`src/rtl/vault_door_controller.sv`:
```
// Vault door actuation: bolt retract/extend sequencing, unlock window, held-open buzzer,
// forced-entry and bolt-jam fault handling with synchronised sensor inputs.
module vault_door_controller #(
    parameter int unsigned TICK_DIV      = 1000,
    parameter int unsigned BOLT_TIMEOUT  = 50,
    parameter int unsigned UNLOCK_WINDOW = 200,
    parameter int unsigned OPEN_MAX      = 600,
    parameter int unsigned TW            = 12
) (
    input  logic       Clk,
    input  logic       Reset,
    input  logic       VaultGrant,
    input  logic       OpenReq,
    input  logic       DoorClosed,
    input  logic       BoltRetracted,
    output logic       BoltDrive,
    output logic       Buzzer,
    output logic       Alarm,
    output logic       LedUnlocked,
    output logic [2:0] State
);

    localparam logic [2:0] LOCKED    = 3'd0;
    localparam logic [2:0] RETRACT   = 3'd1;
    localparam logic [2:0] UNLOCKED  = 3'd2;
    localparam logic [2:0] DOOR_OPEN = 3'd3;
    localparam logic [2:0] EXTEND    = 3'd4;
    localparam logic [2:0] FAULT     = 3'd5;

    localparam int unsigned    PW         = (TICK_DIV > 1) ? $clog2(TICK_DIV) : 1;
    localparam logic [PW-1:0]  PRESC_LAST = PW'(TICK_DIV - 1);
    localparam logic [TW-1:0]  BOLT_LIM   = TW'(BOLT_TIMEOUT);
    localparam logic [TW-1:0]  WINDOW_LIM = TW'(UNLOCK_WINDOW);
    localparam logic [TW-1:0]  OPEN_LIM   = TW'(OPEN_MAX);

    logic grantS1, grantS2;
    logic openS1, openS2, openS3;
    logic doorS1, doorS2;
    logic boltS1, boltS2;
    logic openEdge;

    logic [PW-1:0] prescaler;
    logic          tick;
    logic [TW-1:0] timer;
    logic [TW-1:0] timerNext;
    logic [2:0]    stateNext;

    // Door sensor synchroniser resets to "closed" so release of Reset cannot look like forced entry.
    always_ff @(posedge Clk or posedge Reset) begin
        if (Reset) begin
            grantS1 <= 1'b0;
            grantS2 <= 1'b0;
            openS1  <= 1'b0;
            openS2  <= 1'b0;
            openS3  <= 1'b0;
            doorS1  <= 1'b1;
            doorS2  <= 1'b1;
            boltS1  <= 1'b0;
            boltS2  <= 1'b0;
        end else begin
            grantS1 <= VaultGrant;
            grantS2 <= grantS1;
            openS1  <= OpenReq;
            openS2  <= openS1;
            openS3  <= openS2;
            doorS1  <= DoorClosed;
            doorS2  <= doorS1;
            boltS1  <= BoltRetracted;
            boltS2  <= boltS1;
        end
    end

    assign openEdge = openS2 & ~openS3;
    assign tick     = (prescaler == PRESC_LAST);

    always_ff @(posedge Clk or posedge Reset) begin
        if (Reset) begin
            prescaler <= '0;
        end else begin
            prescaler <= tick ? '0 : prescaler + 1'b1;
        end
    end

    always_comb begin
        stateNext = State;
        case (State)
            LOCKED: begin
                if (!doorS2)                   stateNext = FAULT;
                else if (grantS2 && openEdge)  stateNext = RETRACT;
            end
            RETRACT: begin
                if (!grantS2)                  stateNext = EXTEND;
                else if (boltS2)               stateNext = UNLOCKED;
                else if (timer >= BOLT_LIM)    stateNext = FAULT;
            end
            UNLOCKED: begin
                if (!doorS2)                   stateNext = DOOR_OPEN;
                else if (!grantS2 || timer >= WINDOW_LIM) stateNext = EXTEND;
            end
            DOOR_OPEN: begin
                if (doorS2)                    stateNext = EXTEND;
            end
            EXTEND: begin
                if (!doorS2)                   stateNext = DOOR_OPEN;
                else if (!boltS2)              stateNext = LOCKED;
                else if (timer >= BOLT_LIM)    stateNext = FAULT;
            end
            FAULT: begin
                if (grantS2 && openEdge && doorS2 && !boltS2) stateNext = LOCKED;
            end
            default: stateNext = FAULT;
        endcase
    end

    always_comb begin
        timerNext = timer;
        if (stateNext != State) begin
            timerNext = '0;
        end else if (tick && (timer != '1)) begin
            timerNext = timer + 1'b1;
        end
    end

    // Outputs are decoded from the next state so they change on the same edge as State.
    always_ff @(posedge Clk or posedge Reset) begin
        if (Reset) begin
            State       <= LOCKED;
            timer       <= '0;
            BoltDrive   <= 1'b0;
            Buzzer      <= 1'b0;
            Alarm       <= 1'b0;
            LedUnlocked <= 1'b0;
        end else begin
            State       <= stateNext;
            timer       <= timerNext;
            BoltDrive   <= (stateNext == RETRACT) || (stateNext == UNLOCKED) ||
                           (stateNext == DOOR_OPEN);
            LedUnlocked <= (stateNext == UNLOCKED) || (stateNext == DOOR_OPEN);
            Alarm       <= (stateNext == FAULT);
            Buzzer      <= (stateNext == DOOR_OPEN) && ((timerNext >= OPEN_LIM) || !grantS2);
        end
    end

endmodule

```
`config.mk`:
```
export PLATFORM = sky130hd
export DESIGN_NAME = vault_door_controller
export DESIGN_NICKNAME = d
export VERILOG_FILES = /design/src/rtl/vault_door_controller.sv
export SDC_FILE = /design/constraint.sdc
export NUM_CORES = 1
export LEC_CHECK = 0
export BUFFER_PORTS_ARGS = -buffer_cell sky130_fd_sc_hd__buf_4
export CAP_MARGIN = 10
export CORE_UTILIZATION = 53
export CTS_CLUSTER_DIAMETER = 40
export CTS_CLUSTER_SIZE = 16
export DETAILED_ROUTE_END_ITERATION = 8
export PLACE_DENSITY_LB_ADDON = 0.05
export RECOVER_POWER = 25
export REMOVE_ABC_BUFFERS = 1
export SYNTH_ARGS = -nofsm -noshare
export SYNTH_HDL_FRONTEND = slang
export SYNTH_SLANG_ARGS = --single-unit
export TNS_END_PERCENT = 5
```
`constraint.sdc`:
```
create_clock -name Clk -period 2.5 [get_ports Clk]
set_clock_uncertainty 0.15 [all_clocks]
set_input_delay 0.25 -clock Clk [delete_from_list [all_inputs] [get_ports Clk]]
set_output_delay 0.25 -clock Clk [all_outputs]
set_load 0.05 [all_outputs]
```
==> flow_metrics.env <==
export IMPL_synth_warnings=0
export IMPL_crit_family="simple AND/OR/NAND/NOR gates"
export IMPL_clk_path_buf_depth=2
export IMPL_dp_hpwl_mm=2.74
export IMPL_ys_seq_elements=38
export IMPL_largest_reg_flops=12
export IMPL_reg_largest_list="timer: 12 flops, prescaler: 10 flops, State: 3 flops"
export IMPL_clock_latency_ps=360
export IMPL_worstSetupPathType="reg2reg"
export IMPL_hp_class="reg2reg"
export IMPL_syn_cell_area_um2=1940
export IMPL_startpoint="prescaler[4]$_DFF_PP0_"
export IMPL_cts_buffers=5
export IMPL_synth_top_cell_area_share_pct=46.4
export IMPL_overflow=0
export IMPL_grt_antenna_before_repair=0
export IMPL_cts_max_level=2
export IMPL_drtIter0Drc=99
export IMPL_grt_usage_pct=23.4
export IMPL_gp_congestion=0.931
export IMPL_drv_slew=0
export IMPL_vias=1579
export IMPL_endpoint_kind="flip-flop"
export IMPL_syn_inst=200
export IMPL_drc_errors=0
export IMPL_cp_endpoint="Buzzer$_DFF_PP0_"
export IMPL_yosysTopAreaCell="dfrtp_1"
export IMPL_required_ps=2630
export IMPL_placedInstanceArea_um2=2180
export IMPL_cts_root_buffer="clkbuf_4"
export IMPL_power_leakage_uw=0.000995
export IMPL_reg2reg_from="prescaler[4]$_DFF_PP0_"
export IMPL_cp_num_cells=7
export IMPL_die_h_um=62.5
export IMPL_final_cell_mix="dfrtp_1, nor2_1, buf_4, nand2_1, nand3_1"
export IMPL_rsz0062_at_grt="true"
export IMPL_synthToLayoutAreaGrowth_pct=21.6
export IMPL_clk_pin_slew_ps=120
export IMPL_io_pins=13
export IMPL_regMostFlops="timer"
export IMPL_status="finished clean"
export IMPL_crit_fanout=5
export IMPL_synth_area_leaders="dfrtp_1, nor2_1, xnor2_1"
export IMPL_cap_violations=0
export IMPL_synth_edf_count=0
export IMPL_grt_pass1_vias=1560
export IMPL_grt_max_degree=39
export IMPL_critPathMaxStageDelay_ps=520
export IMPL_postRouteWirelength_mm=3.87
export IMPL_ys_seq_area_share_pct=49.1
export IMPL_setup_viol=0
export IMPL_critPathArrivalTime_ps=2560
export IMPL_r2r_end="Buzzer$_DFF_PP0_"
export IMPL_min_period_ps=2430
export IMPL_fin_crit_sh_pct=97.4
export IMPL_slew_limit_headroom_pct=39.4
export IMPL_async_flop_share_pct=100
export IMPL_initial_core_util_pct=56.8
export IMPL_start_kind="flip-flop"
export IMPL_fmax_mhz=411
export IMPL_final_common_cell="dfrtp_1"
export IMPL_stdcell_area_um2=2360
export IMPL_firstDrtPassIters=4
export IMPL_ir_drop_v=0.000518
export IMPL_vias_per_cell=5.64
export IMPL_cts_sinks=38
export IMPL_floorplan_rows=21
export IMPL_grt_first_pass_wirelength_mm=7.08
export IMPL_p_per_area_nw_per_um2=746
export IMPL_nNetsFinal=242
export IMPL_coreArea_um2=3420
export IMPL_path_buf_inv=0
export IMPL_die_w_um=62.5
export IMPL_yosys_most_used_dff="dfrtp_1"
export IMPL_diodes=0
export IMPL_cts_tree="yes"
export IMPL_r2r_slack_ps=70
export IMPL_drtAntennaViolNets=0
export IMPL_crit_slowest_cell="or4b_4"
export IMPL_io_buffers=12
export IMPL_timing_hold_violations_final=0
export IMPL_ys_types=49
export IMPL_synth_area_per_cell_um2=9.71
export IMPL_drive_gt1_share_pct=22.6
export IMPL_die_area_um2=3910
export IMPL_worst_pin_slew_ps=909
export IMPL_wire_per_inst_um=13.8
export IMPL_ff2ff_path_depth=7
export IMPL_crit_chain="nand4bb_4, nor3_4, or4b_4, nor4_4, a21oi_1, o2111a_1, a221oi_2"
export IMPL_finalPower_uw=1760
metrics by stage:
step / setup TNS, ps / hold WS (ps) / utilization [%] / cells / setup slack [ps]
after CTS: 0 / 217 / 67.6 / 278 / 42.4
after global placement: 0 / 181 / 63.7 / 265 / 127
final: 0 / 214 / 69.2 / 280 / 65.7
after detailed placement: 0 / 191 / 63.7 / 265 / 75.6
after global routing: -80.4 / 223 / 69.2 / 280 / -80.4
after floorplan: -127 / 104 / - / 189 / -127
worst min path at each step:
stage,from,to,cells past startpoint
2_1_floorplan,DoorClosed,doorS1$_DFF_PP1_,0
3_3_place_gp,grantS1$_DFF_PP0_,grantS2$_DFF_PP0_,0
3_5_place_dp,boltS1$_DFF_PP0_,boltS2$_DFF_PP0_,0
4_1_cts,doorS1$_DFF_PP1_,doorS2$_DFF_PP1_,0
5_1_grt,doorS1$_DFF_PP1_,doorS2$_DFF_PP1_,0
6_report,boltS1$_DFF_PP0_,boltS2$_DFF_PP0_,0
synthesized netlist by cell type (all sizes together), types with 5 or more instances:
cell	n
a21oi	7
buf	5
clkbuf	6
dfrtp	36
inv	10
nand2	16
nand3	15
nand4	5
nor2	26
nor3	6
nor4	5
o21ai	6
xnor2	10
xor2	7
worst register-to-register path, stage by stage, from the launching register on:
cell and delay [ps]:
dfrtp_1 420, nand4bb_4 260, nor3_4 260, or4b_4 520, nor4_4 220, a21oi_1 60
o2111a_1 240, a221oi_2 220
where the power goes:
group          internal, µW  switching [µW]  total (µW)
registers               670            60.1         730
clock network           210             219         429
logic                   197             405         603
cell type report:
type                            count  area (µm²)
Clock buffer                        5        37.5
Clock inverter                      3        45.0
Fill cell                         273        1050
Inverter                           10        37.5
Multi-Input combinational cell    141         942
Sequential cell                    38         955
Tap cell                           46        57.6
Timing Repair Buffer               37         288
routing by layer:
metal  vias up  track usage (%)  routed length, µm  share of wire [%]
met4         0             9.88                 78                2.0
met2        40             38.3               1840                 48
met1       756             29.7               1800                 47
li1        773                -                  -                  -
met5         -                0                  0                  0
met3        10             5.29                148                3.8
cells by family after synthesis:
| kind of cell | synth area share, % |
|---|---|
| simple gates | 23.6 |
| compound gates | 13.3 |
| xor+xnor | 7.67 |
| flops | 49.1 |
| fa+ha+maj | 1.93 |
| buf+inv | 4.38 |
repair_timing:
item,4_1_cts,5_1_grt
buffers inserted,0,2
endpoints found under the setup margin,0,13
gates resized for setup,0,8
hold endpoints to repair,40,0
hold buffers,5,0
No activity file was read; power rests on OpenSTA's default activity.
